<file path="config.mk">
export PLATFORM = sky130hd
export DESIGN_NAME = tm1638_ctrl
export DESIGN_NICKNAME = d
export VERILOG_FILES = /design/src/rtl/tm1638_ctrl.sv
export SDC_FILE = /design/constraint.sdc
export NUM_CORES = 1
export LEC_CHECK = 0
export CAP_MARGIN = 10
export CORE_UTILIZATION = 50
export DETAILED_ROUTE_END_ITERATION = 16
export GPL_ROUTABILITY_DRIVEN = 0
export PLACE_DENSITY = 0.78
export RECOVER_POWER = 50
export SYNTH_ARGS = -nofsm -noshare
export SYNTH_HDL_FRONTEND = slang
export SYNTH_SLANG_ARGS = --single-unit
</file>
<file path="constraint.sdc">
create_clock -name clk -period 1.9 [get_ports clk]
set_input_delay 0.38 -clock clk [delete_from_list [all_inputs] [get_ports clk]]
set_output_delay 0.38 -clock clk [all_outputs]
set_load 0.1 [all_outputs]
</file>
<file path="src/rtl/tm1638_ctrl.sv">
// tm1638_ctrl: serial link controller for a TM1638 display/LED/key board.
// Every frame writes 8 segment bytes and 8 LED bits, sets display brightness
// and reads the 4-byte key scan, presenting the keys as a parallel vector.
//
// Ports:
//   clk, rst       system clock, asynchronous active-low reset
//   segs[63:0]     digit i segment byte at [8i+7:8i], hgfedcba, 1 = lit
//   leds[7:0]      LED i lit when leds[i] = 1
//   keys[7:0]      key state, updated once per frame, 1 = pressed
//   frame_done     one-cycle pulse when keys is updated
//   tm_stb         TM1638 STB (active-low)
//   tm_clk         TM1638 CLK
//   tm_dio_out     DIO drive value
//   tm_dio_oe      DIO output enable (tristate built at the top level)
//   tm_dio_in      DIO sampled value
module tm1638_ctrl #(
    parameter int unsigned clk_mhz         = 27,
    parameter int unsigned sclk_khz        = 500,
    parameter int unsigned brightness      = 7,
    parameter int unsigned read_wait_ticks = 2  // must be >= 1
) (
    input  logic        clk,
    input  logic        rst,
    input  logic [63:0] segs,
    input  logic [7:0]  leds,
    output logic [7:0]  keys,
    output logic        frame_done,
    output logic        tm_stb,
    output logic        tm_clk,
    output logic        tm_dio_out,
    output logic        tm_dio_oe,
    input  logic        tm_dio_in
);

    localparam int unsigned HalfRaw  = (clk_mhz * 1000) / (2 * sclk_khz);
    localparam int unsigned Half     = (HalfRaw < 1) ? 1 : HalfRaw;
    localparam logic [15:0] HalfLast = 16'(Half - 1);
    localparam logic [7:0]  WaitLast = 8'(read_wait_ticks - 1);
    localparam logic [2:0]  Bright   = 3'(brightness);

    typedef enum logic [2:0] {
        StGap, StCmdWr, StData, StCmdDisp, StCmdRd, StRdWait, StRead, StStop
    } state_e;

    // Half-period tick generator
    logic [15:0] div_q;
    logic        tick;

    assign tick = (div_q == HalfLast);

    always_ff @(posedge clk or negedge rst) begin
        if (!rst) begin
            div_q <= '0;
        end else if (tick) begin
            div_q <= '0;
        end else begin
            div_q <= div_q + 16'd1;
        end
    end

    state_e      state_q;
    state_e      next_q;      // command to start once the GAP expires
    logic        gap_q;
    logic [3:0]  tick_idx_q;  // tick within the current byte (even: CLK low, odd: CLK high)
    logic [4:0]  byte_idx_q;
    logic [7:0]  shreg_q;
    logic [7:0]  wait_cnt_q;
    logic [63:0] seg_q;
    logic [7:0]  led_q;
    logic [7:0]  kv_q;        // key vector being assembled during READ

    // Next DATA byte: address byte_idx_q, even = segment byte, odd = LED bit
    logic [7:0] next_data;
    logic [7:0] first_byte;

    always_comb begin
        next_data = '0;
        if (byte_idx_q[0]) begin
            next_data = {7'b0, led_q[byte_idx_q[3:1]]};
        end else begin
            next_data = seg_q[{byte_idx_q[3:1], 3'b000} +: 8];
        end
    end

    always_comb begin
        first_byte = 8'h42;
        case (next_q)
            StCmdWr:   first_byte = 8'h40;
            StData:    first_byte = 8'hC0;
            StCmdDisp: first_byte = {5'b10001, Bright};
            default:   first_byte = 8'h42;
        endcase
    end

    always_ff @(posedge clk or negedge rst) begin
        if (!rst) begin
            state_q    <= StGap;
            next_q     <= StCmdWr;
            gap_q      <= 1'b0;
            tick_idx_q <= '0;
            byte_idx_q <= '0;
            shreg_q    <= '0;
            wait_cnt_q <= '0;
            seg_q      <= '0;
            led_q      <= '0;
            kv_q       <= '0;
            keys       <= '0;
            frame_done <= 1'b0;
            tm_stb     <= 1'b1;
            tm_clk     <= 1'b1;
            tm_dio_out <= 1'b1;
            tm_dio_oe  <= 1'b0;
        end else begin
            frame_done <= 1'b0;
            if (tick) begin
                unique case (state_q)
                    StGap: begin
                        if (!gap_q) begin
                            gap_q <= 1'b1;
                        end else begin
                            // STB falls one tick ahead of the first CLK low
                            tm_stb     <= 1'b0;
                            tm_dio_oe  <= 1'b1;
                            state_q    <= next_q;
                            tick_idx_q <= '0;
                            byte_idx_q <= '0;
                            shreg_q    <= first_byte;
                            if (next_q == StCmdWr) begin
                                seg_q <= segs;
                                led_q <= leds;
                            end
                        end
                    end
                    StCmdWr, StData, StCmdDisp, StCmdRd: begin
                        tick_idx_q <= tick_idx_q + 4'd1;
                        if (!tick_idx_q[0]) begin
                            tm_clk     <= 1'b0;
                            tm_dio_out <= shreg_q[tick_idx_q[3:1]];
                        end else begin
                            tm_clk <= 1'b1;
                            if (tick_idx_q == 4'd15) begin
                                if (state_q == StData && !byte_idx_q[4]) begin
                                    shreg_q    <= next_data;
                                    byte_idx_q <= byte_idx_q + 5'd1;
                                end else if (state_q == StCmdRd) begin
                                    state_q    <= StRdWait;
                                    wait_cnt_q <= '0;
                                end else begin
                                    state_q <= StStop;
                                    if (state_q == StCmdWr) begin
                                        next_q <= StData;
                                    end else if (state_q == StData) begin
                                        next_q <= StCmdDisp;
                                    end else begin
                                        next_q <= StCmdRd;
                                    end
                                end
                            end
                        end
                    end
                    StRdWait: begin
                        // Release DIO after the last 0x42 rising edge, not on it
                        tm_dio_oe <= 1'b0;
                        if (wait_cnt_q == WaitLast) begin
                            state_q    <= StRead;
                            tick_idx_q <= '0;
                            byte_idx_q <= '0;
                        end else begin
                            wait_cnt_q <= wait_cnt_q + 8'd1;
                        end
                    end
                    StRead: begin
                        tick_idx_q <= tick_idx_q + 4'd1;
                        if (!tick_idx_q[0]) begin
                            tm_clk <= 1'b0;
                        end else begin
                            tm_clk <= 1'b1;
                            // Byte b: bit0 -> key 2b, bit4 -> key 2b+1
                            if (tick_idx_q[3:1] == 3'd0) begin
                                kv_q[{byte_idx_q[1:0], 1'b0}] <= tm_dio_in;
                            end else if (tick_idx_q[3:1] == 3'd4) begin
                                kv_q[{byte_idx_q[1:0], 1'b1}] <= tm_dio_in;
                            end
                            if (tick_idx_q == 4'd15) begin
                                if (byte_idx_q[1:0] == 2'd3) begin
                                    state_q <= StStop;
                                    next_q  <= StCmdWr;
                                end else begin
                                    byte_idx_q <= byte_idx_q + 5'd1;
                                end
                            end
                        end
                    end
                    StStop: begin
                        tm_stb     <= 1'b1;
                        tm_dio_oe  <= 1'b1;
                        tm_dio_out <= 1'b1;
                        state_q    <= StGap;
                        gap_q      <= 1'b0;
                        // Only the read command is followed by CMD_WR
                        if (next_q == StCmdWr) begin
                            keys       <= kv_q;
                            frame_done <= 1'b1;
                        end
                    end
                endcase
            end
        end
    end

endmodule

</file>
==> flow_summary.yaml, run 1 <==
grt:
  grt_pass1_wl_mm: 26.4
  grt_max_degree: 43
  grt_pass1_vias: 5452
  grt_usage_pct: 24.2
  overflow: 0
  antenna_found_initial: 0
sta:
  hold_viol_final: 0
  skew_ns: 0.00918
  maxSlewHeadroom_pct: 35.1
  period_needed_ns: 2.05
  rsz0062_at_grt: "true"
  hold_ws_ns: 0.492
  tightest_slew_ns: 0.973
  setup_viol: 111
  drv_slew: 0
  fin_crit_sh_pct: 108
  fmaxAchievable_ghz: 0.487
  worst_slack_ns: -0.153
drt:
  post-route-drc-count: 0
  drtIter0Drc: 250
  routed_wl_mm: 16.6
  vias: 5104
  wl_per_cell_um: 18.8
  detail-route-antenna-nets: 0
  viasPerCell: 5.77
  dr.pass1.iters: 7
pwr:
  clkPwrFrac_pct: 47.8
  power.internal_uw: 5210
  p_leak_uw: 0.00395
  switchingPower_uw: 1470
  powerDensity_nw_per_um2: 706
  combPwrFrac_pct: 5.3
  switching_share_pct: 22.1
  power.share.sequential_pct: 47.0
  irDropWorstVdd_mv: 0.597
yosys:
  synthCells: 536
  synthFlopType: "dfrtp_1"
  syn_avg_cell_area_sq_um: 12.7
  synth_compound_area_share_pct: 6.30
  synthSimpleGateAreaFrac_pct: 11.9
  synthXorXnorAreaFrac_pct: 2.57
  ys_ff_latch: 141
  yosysWarnings: 0
  synth_area_sq_um: 6830
  synth_edf_count: 0
  syn-num-nets: 620
  yosysSeqAreaShare_pct: 51.8
  synth_top_family_by_area: "multiplexers"
  synth_cell_types: 57
  synthAdderAreaFrac_pct: 1.65
  synthMuxAreaShare_pct: 23.3
  synthArstFlopShare_pct: 100
clock_network:
  cts_htree_levels: 4
  cts_buffers: 17
  cts_tree: "built"
  clock-sinks: 141
  clkLatencyLatePin_ns: 0.43
  clock_path_buffers: 2
  root_buffer: "clkbuf_16"
  clkTransAtPathRegs_ns: 0.06
cells_and_area:
  final_common_cell: "dfrtp_1"
  area_growth_pct: 38.7
  drive_gt1_share_pct: 41.4
  fin_cells: 884
  antennaDiodeCount: 0
  fin_nets: 779
  layout_common_cells: "dfrtp_1 (133), clkdlybuf4s50_1 (73), mux2_2 (72)"
place:
  post-dp-hpwl_mm: 11.0
  numPortBuffers: 87
  place_inst: 846
critical_path:
  arrival_ns: 2.36
  start_kind: "register"
  reg2reg_slack_ns: -0.15
  worstSetupPathType: "reg2reg"
  required_ns: 2.21
  worst_setup_path_end_kind: "register"
  worstPathMaxFanout: 15
run_status:
  violations: "negative setup slack"
  run_status: "finished, violations left"
min_path:
  hold_class: "reg2reg"
die:
  initial_core_util_pct: 51.4
  die_h_um: 119
  num_io_pins: 88
  num_rows: 42
  dieArea_sq_um: 14100
  fp.coreArea_sq_um: 13300
  die_x_um: 119
flow_run:
  maxCapViolCount: 0
per-layer routing:
layer	share of wire, %	global-route usage [%]	vias to the layer above
met1	39	28.1	2564
met5	0	0	-
met3	6.1	7.09	52
met4	3.6	12.1	0
met2	51	40.7	184
li1	-	-	2304
flip-flops by register name, indices dropped and copies added, names as in the netlist, 3 cells and up:
register / flops
kv_q: 8
next_q: 3
wait_cnt_q: 8
shreg_q: 8
led_q: 8
state_q: 3
keys: 8
tick_idx_q: 4
seg_q: 64
div_q: 16
byte_idx_q: 5
final cells by class:
class                           instances  area, sq um
Clock buffer                           21          460
Clock inverter                         11          110
Fill cell                             857         3830
Inverter                               10         37.5
Multi-Input combinational cell        355         3400
Sequential cell                       141         3540
Tap cell                              176          220
Timing Repair Buffer                  170         1700
cells by family (layout without fill, tap and decap cells):
group | Yosys count | in the layout
adder cells (fa/ha/maj) | 9 | 9
buffers and inverters | 40 | 212
flip-flops | 141 | 141
AO/OA/AOI/OAI | 67 | 67
XOR/XNOR | 20 | 20
multiplexers | 122 | 122
AND/OR/NAND/NOR | 137 | 137
worst paths after layout:
check	start	cells after the start	end
worst max-delay path	state_q[1]$_DFFE_PN0P_	6	shreg_q[0]$_DFFE_PN0P_
worst min-delay path	seg_q[50]$_DFFE_PN0P_	1	seg_q[50]$_DFFE_PN0P_
worst max register to register	state_q[1]$_DFFE_PN0P_	6	shreg_q[0]$_DFFE_PN0P_
worst min register to register	seg_q[50]$_DFFE_PN0P_	1	seg_q[50]$_DFFE_PN0P_
max in group asynchronous	rst	3	next_q[0]$_DFFE_PN1P_
min in group asynchronous	rst	2	div_q[15]$_DFF_PN0_
power by group through the flow:
stage	clock (uW)	sequential [uW]	combinational, uW
5_1_grt	3360	3140	386
3_5_place_dp	0	3190	353
3_3_place_gp	0	3180	342
6_report	3190	3140	353
4_1_cts	3240	3130	359
2_1_floorplan	0	3170	105
synthesized netlist by cell type (all sizes together), types with 5 or more instances:
cell,instances,area share [%]
a21oi,21,1.6
and3,6,0.55
buf,19,1.4
clkbuf,11,0.62
dfrtp,137,50
ha,9,1.6
inv,10,0.55
mux2,94,16
mux2i,8,1.2
mux4,20,6.6
nand2,29,1.6
nand3,17,1.2
nand4,10,0.92
nor2,26,1.4
nor3,16,1.4
nor4,5,0.95
o21ai,20,1.5
o31ai,5,0.55
or4,5,0.55
xnor2,10,1.3
xor2,10,1.3
worst max-delay path: stages, from the launching register on:
cell and delay, ns:
dfrtp_1 0.48, buf_4 0.26, nor2b_1 0.25, a21oi_1 0.19, nor4_4 0.24, buf_4 0.19
mux2_2 0.33
stage by stage:
step | setup TNS (ns) | utilization, % | power [uW] | instance area, sq um | setup slack (ns)
floorplan | -0.00355 | - | 3270 | 6850 | -0.000634
global placement | -1.13 | 64.4 | 3520 | 8560 | -0.111
detailed placement | -4.15 | 64.4 | 3540 | 8560 | -0.209
CTS | -3.47 | 69.7 | 6730 | 9270 | -0.116
global route | -18.63 | 71.2 | 6890 | 9470 | -0.242
finish | -7.89 | 71.2 | 6680 | 9470 | -0.153
repair_timing:
item | 4_1_cts | 5_1_grt
endpoints found under the setup margin | 112 | 116
hold endpoints to repair | 33 | 0
resized for setup | 31 | 48
gates cloned | 0 | 1
hold buffers | 1 | 0
setup buffers | 4 | 2
pin swaps | 10 | 4
(Power assumes the default switching activity.)
==> run 2: changes to the inputs <==
--- a/config.mk
+++ b/config.mk
@@ -6,6 +6,7 @@
 export NUM_CORES = 1
 export LEC_CHECK = 0
 export CAP_MARGIN = 10
+export CORE_MARGIN = 2
 export CORE_UTILIZATION = 50
 export DETAILED_ROUTE_END_ITERATION = 16
 export GPL_ROUTABILITY_DRIVEN = 0
==> run 2 against run 1 <==
Net effect: the flow still finishes with violations (negative setup slack); largest cell class unchanged; critical path type unchanged; die area is 3.4% higher; combinational power shrank 1%; power down 0.23%; sequential share of layout area grew 0.33 points; critical path depth increased by 2; via count is 2.3% lower; critical endpoint is now shreg_q[5]$_DFFE_PN0P_.
==> flow_summary.yaml, run 2 (synthesis results as in run 1) <==
drt:
  wl_per_cell_um: 18.3
  detail-route-antenna-nets: 0
  routed_wl_mm: 16.2
  post-route-drc-count: 0
  drtIter0Drc: 370
  viasPerCell: 5.63
  dr.pass1.iters: 5
  vias: 4985
cells_and_area:
  seqCellArea_sq_um: 3540
  regMostFlops: "seg_q"
  stdcell_area_sq_um: 9380
  multiInputGateArea_sq_um: 3320
  area_growth_pct: 37.3
  n_fill_cell: 858
  largest_register_ffs: 64
  drive_gt1_share_pct: 39.5
  final_common_cell: "dfrtp_1"
  layout_common_cells: "dfrtp_1 (135), mux2_2 (82), clkdlybuf4s50_1 (73)"
  fin_nets: 780
  antennaDiodeCount: 0
  reg_top3: "seg_q (64), div_q (16)"
  utilization_pct: 70.5
min_path:
  hold-path-endpoint: "seg_q[7]$_DFFE_PN0P_"
  hp-start: "seg_q[7]$_DFFE_PN0P_"
  worstHoldPathCells: 1
  hold_class: "reg2reg"
die:
  fp.coreArea_sq_um: 13300
  num_io_pins: 88
  die_h_um: 121
  die_x_um: 121
  num_rows: 42
  initial_core_util_pct: 51.4
  dieArea_sq_um: 14600
grt:
  grt_pass1_wl_mm: 26.5
  antenna_found_initial: 0
  overflow: 0
  grt_pass1_vias: 5332
  grt_max_degree: 55
  grt_usage_pct: 23.6
flow_run:
  maxCapViolCount: 0
critical_path:
  r2r_end: "shreg_q[5]$_DFFE_PN0P_"
  reg2reg_slack_ns: -0.14
  required_ns: 2.21
  worstReg2RegStart: "div_q[0]$_DFF_PN0_"
  worst_setup_path_end_kind: "register"
  start_kind: "register"
  worstSetupPathType: "reg2reg"
  reg2reg_depth: 8
  worstPathMaxFanout: 11
  arrival_ns: 2.35
sta:
  hold_viol_final: 0
  drv_slew: 0
  fin_crit_sh_pct: 107
  fmaxAchievable_ghz: 0.491
  skew_ns: 0.00829
  maxSlewHeadroom_pct: 18.8
  rsz0062_at_grt: "true"
  worst_slack_ns: -0.136
  tightest_slew_ns: 1.22
  period_needed_ns: 2.04
  finalSetupTns_ns: -9.04
  setup_viol: 103
clock_network:
  clkLatencyLatePin_ns: 0.43
  cts_buffers: 17
  cts_htree_levels: 4
  root_buffer: "clkbuf_16"
  clkTransAtPathRegs_ns: 0.06
  cts_tree: "built"
  clock-sinks: 141
  clock_path_buffers: 2
run_status:
  violations: "negative setup slack"
  run_status: "finished, violations left"
place:
  post-dp-hpwl_mm: 11.5
  pre_cts_ws_ns: -0.218
  numPortBuffers: 87
  dpl_cell_area_sq_um: 8580
pwr:
  p_leak_uw: 0.00389
  irDropWorstVdd_mv: 0.641
  powerDensity_nw_per_um2: 711
-- run 2: worst max path at each step --
stage | start | endpoint | slack (ns) | depth (start not counted)
2_1_floorplan | div_q[0]$_DFF_PN0_ | led_q[2]$_DFFE_PN0P_ | -0.0006 | 8
3_3_place_gp | byte_idx_q[1]$_DFFE_PN0P_ | shreg_q[7]$_DFFE_PN0P_ | -0.15 | 6
3_5_place_dp | byte_idx_q[1]$_DFFE_PN0P_ | shreg_q[7]$_DFFE_PN0P_ | -0.22 | 6
4_1_cts | div_q[0]$_DFF_PN0_ | keys[7]$_DFFE_PN0P_ | -0.13 | 8
5_1_grt | div_q[0]$_DFF_PN0_ | seg_q[50]$_DFFE_PN0P_ | -0.25 | 8
6_report | div_q[0]$_DFF_PN0_ | shreg_q[5]$_DFFE_PN0P_ | -0.14 | 8
-- run 2: cell type report --
| type | count | share of cell area [%] |
|---|---|---|
| inverters | 10 | 0.400 |
| multi-input cells | 355 | 35.4 |
| repair buffers | 171 | 18.2 |
| clock inverters | 13 | 1.24 |
| flip-flops and latches | 141 | 37.7 |
| well taps | 176 | 2.35 |
| clock buffers | 19 | 4.72 |
-- run 2: report_power, final --
part | switching, uW | internal, uW
clock network | 1350 | 1840
registers | 44.6 | 3090
logic | 122 | 227
-- run 2: per-layer routing --
metal / global-route usage (%) / vias up / wire [um]
met1: 27.8 / 2482 / 6450
met2: 41.0 / 164 / 8520
met3: 6.86 / 36 / 894
met4: 8.43 / 0 / 355
li1: - / 2303 / -
met5: 0 / - / 0
-- run 2: worst max-delay path: stages, from the launching register on --
cell and delay (ns):
dfrtp_1 0.38, inv_1 0.06, ha_1 0.14, and4bb_2 0.23
nand4_1 0.14, buf_4 0.25, nor4_2 0.20, buf_4 0.19
mux2_2 0.34
-- run 2: repair_timing --
action                                  CTS  global route
endpoints found under the hold margin    42             0
pin swaps                                 7             7
hold buffers                              1             0
gates cloned                              0             0
setup buffers                             2             4
endpoints found under the setup margin  113           115
gates resized for setup                  18            30
-- run 2: per-stage QoR --
step           cells  hold slack [ns]  total power, uW
2_1_floorplan    536           0.0844             3270
6_report         885            0.494             6670
3_3_place_gp     846            0.329             3520
5_1_grt          885            0.511             6890
3_5_place_dp     846            0.339             3540
4_1_cts          881            0.451             6720
==> run 3: changes to the inputs <==
==> constraint.sdc (replaced) <==
create_clock -name clk -period 1.9 [get_ports clk]
set_input_delay 0.38 -clock clk [delete_from_list [all_inputs] [get_ports clk]]
set_output_delay 0.38 -clock clk [all_outputs]
set_load 0.01 [all_outputs]
==> run 3 against run 2 <==
Net effect: largest power group is now registers; flip-flop and latch count is the same; worst setup slack gained 0.049 ns; core utilization shrank 1.2 points; die area is the same; largest cell class unchanged; the flow still finishes with violations (negative setup slack); power shrank 2.0%; highest routed layer unchanged; combinational power shrank 1%; clock power shrank 4%; via count grew 0.16%.
==> flow_summary.yaml, run 3 (synthesis results as in run 1) <==
run_status:
  run_status: "finished, violations left"
  violations: "negative setup slack"
pwr:
  combPwrFrac_pct: 5.3
  irDropWorstVdd_mv: 0.697
  switchingPower_uw: 1470
  power.share.sequential_pct: 48.0
  switching_share_pct: 22.5
  power.internal_uw: 5060
  p_leak_uw: 0.00385
  clkPwrFrac_pct: 46.7
  powerDensity_nw_per_um2: 708
  finalPower_uw: 6530
critical_path:
  worstSetupPathType: "reg2reg"
  worstReg2RegStart: "div_q[0]$_DFF_PN0_"
  reg2reg_depth: 8
  reg2reg_slack_ns: -0.09
  worstPathMaxFanout: 54
  critPathLaunch: "div_q[0]$_DFF_PN0_"
  worst_setup_path_end_kind: "register"
  r2r_end: "seg_q[62]$_DFFE_PN0P_"
  required_ns: 2.21
  path_cells: "inv_1 > ha_1 > and4bb_2 > nand4_1 > nor2_2 > nand3_4 > buf_12 > mux2_1"
  endpoint: "seg_q[62]$_DFFE_PN0P_"
  arrival_ns: 2.30
  start_kind: "register"
  max_stage_delay_ns: 0.38
  slowest_stage: "dfrtp_1"
grt:
  antenna_found_initial: 0
  grt.met2_usage_pct: 38.4
  grt_util_met1_pct: 27.6
  grt_max_degree: 55
  grt_pass1_vias: 5242
  overflow: 0
  grt_pass1_wl_mm: 25.7
  top_usage_layer: "met2"
  met3_usage_pct: 6.25
  grt_usage_pct: 22.9
clock_network:
  root_buffer: "clkbuf_16"
  clock-sinks: 141
  cts_buffers: 17
  clkTransAtPathRegs_ns: 0.06
  cts_tree: "built"
  clkLatencyLatePin_ns: 0.44
  cts_htree_levels: 4
  clock_path_buffers: 2
sta:
  drv_slew: 0
  skew_ns: 0.0122
  maxSlewHeadroom_pct: 27.7
  fin_crit_sh_pct: 105
  fmaxAchievable_ghz: 0.503
  worst_slack_ns: -0.0874
  hold_viol_final: 0
  setup_viol: 98
  rsz0062_at_grt: "true"
  finalSetupTns_ns: -3.81
  period_needed_ns: 1.99
  tightest_slew_ns: 1.08
cells_and_area:
  final_common_cell: "dfrtp_1"
  layout_common_cells: "dfrtp_1 (134), clkdlybuf4s50_1 (83), mux2_2 (71)"
  fin_cells: 884
  area_growth_pct: 35.0
  antennaDiodeCount: 0
  n_fill_cell: 897
  drive_gt1_share_pct: 36.6
  largest_register_ffs: 64
  regMostFlops: "seg_q"
  fin_nets: 779
  stdcell_area_sq_um: 9220
  reg_top3: "seg_q (64), div_q (16)"
drt:
  vias: 4993
  wl_per_cell_um: 17.7
  drtIter0Drc: 328
  post-route-drc-count: 0
  routed_wl_mm: 15.6
  detail-route-antenna-nets: 0
  dr.pass1.iters: 4
  viasPerCell: 5.65
die:
  die_h_um: 121
  fp.coreArea_sq_um: 13300
  num_rows: 42
  num_io_pins: 88
  dieArea_sq_um: 14600
  initial_core_util_pct: 51.4
  die_x_um: 121
place:
  numPortBuffers: 87
  dpl_cell_area_sq_um: 8430
  pre_cts_ws_ns: -0.232
  place_inst: 844
  post-dp-hpwl_mm: 10.9
min_path:
  hp-start: "tm_stb$_DFFE_PN1P_"
  hold_class: "reg2reg"
flow_run:
  maxCapViolCount: 0
==> run 3: worst min path at each step <==
stage                                 to  slack [ns]  depth (start not counted)
6_report              tm_stb$_DFFE_PN1P_        0.47                          2
5_1_grt               tm_stb$_DFFE_PN1P_        0.48                          2
4_1_cts           state_q[1]$_DFFE_PN0P_        0.44                          2
3_5_place_dp   wait_cnt_q[1]$_DFFE_PN0P_        0.32                          1
3_3_place_gp   wait_cnt_q[0]$_DFFE_PN0P_        0.32                          1
2_1_floorplan  byte_idx_q[0]$_DFFE_PN0P_        0.08                          0
==> run 3: power groups by stage <==
stage	sequential (uW)	clock, uW	combinational [uW]
finish	3140	3050	344
detailed placement	3190	0	353
global placement	3180	0	340
global route	3140	3250	377
CTS	3130	3100	357
floorplan	3170	0	105
==> run 3: cell type report <==
type | count | area (sq um) | share of cell area [%]
inverters | 10 | 37.5 | 0.407
repair buffers | 170 | 1560 | 16.9
clock inverters | 11 | 83.8 | 0.909
flip-flops and latches | 141 | 3540 | 38.4
well taps | 176 | 220 | 2.39
multi-input cells | 355 | 3320 | 36.0
clock buffers | 21 | 460 | 4.99
==> run 3: metrics by stage <==
stage               utilization (%)  hold WS, ns
floorplan                         -       0.0844
global placement               63.4        0.318
detailed placement             63.4        0.324
CTS                            68.9        0.440
global route                   69.3        0.484
finish                         69.3        0.467
==> run 3: timing repair <==
action	CTS	global route
pin swaps	12	1
hold buffers	1	0
setup buffers	5	1
resized for setup	36	16
endpoints found under the setup margin	110	121
hold endpoints to repair	38	0
cloned	1	0
==> run 3: routing by layer <==
layer | vias up | share of wire (%)
met5 | - | 0
met4 | 0 | 2.7
met3 | 40 | 5.6
met2 | 159 | 52
met1 | 2505 | 40
li1 | 2289 | -
==> run 3: worst max-delay path: cells and delay by family, from the launching register on <==
kind	cells	cell delay, ns
simple gates	4	0.73
flops	1	0.38
mux	1	0.34
buf+inv	2	0.29
fa+ha+maj	1	0.12
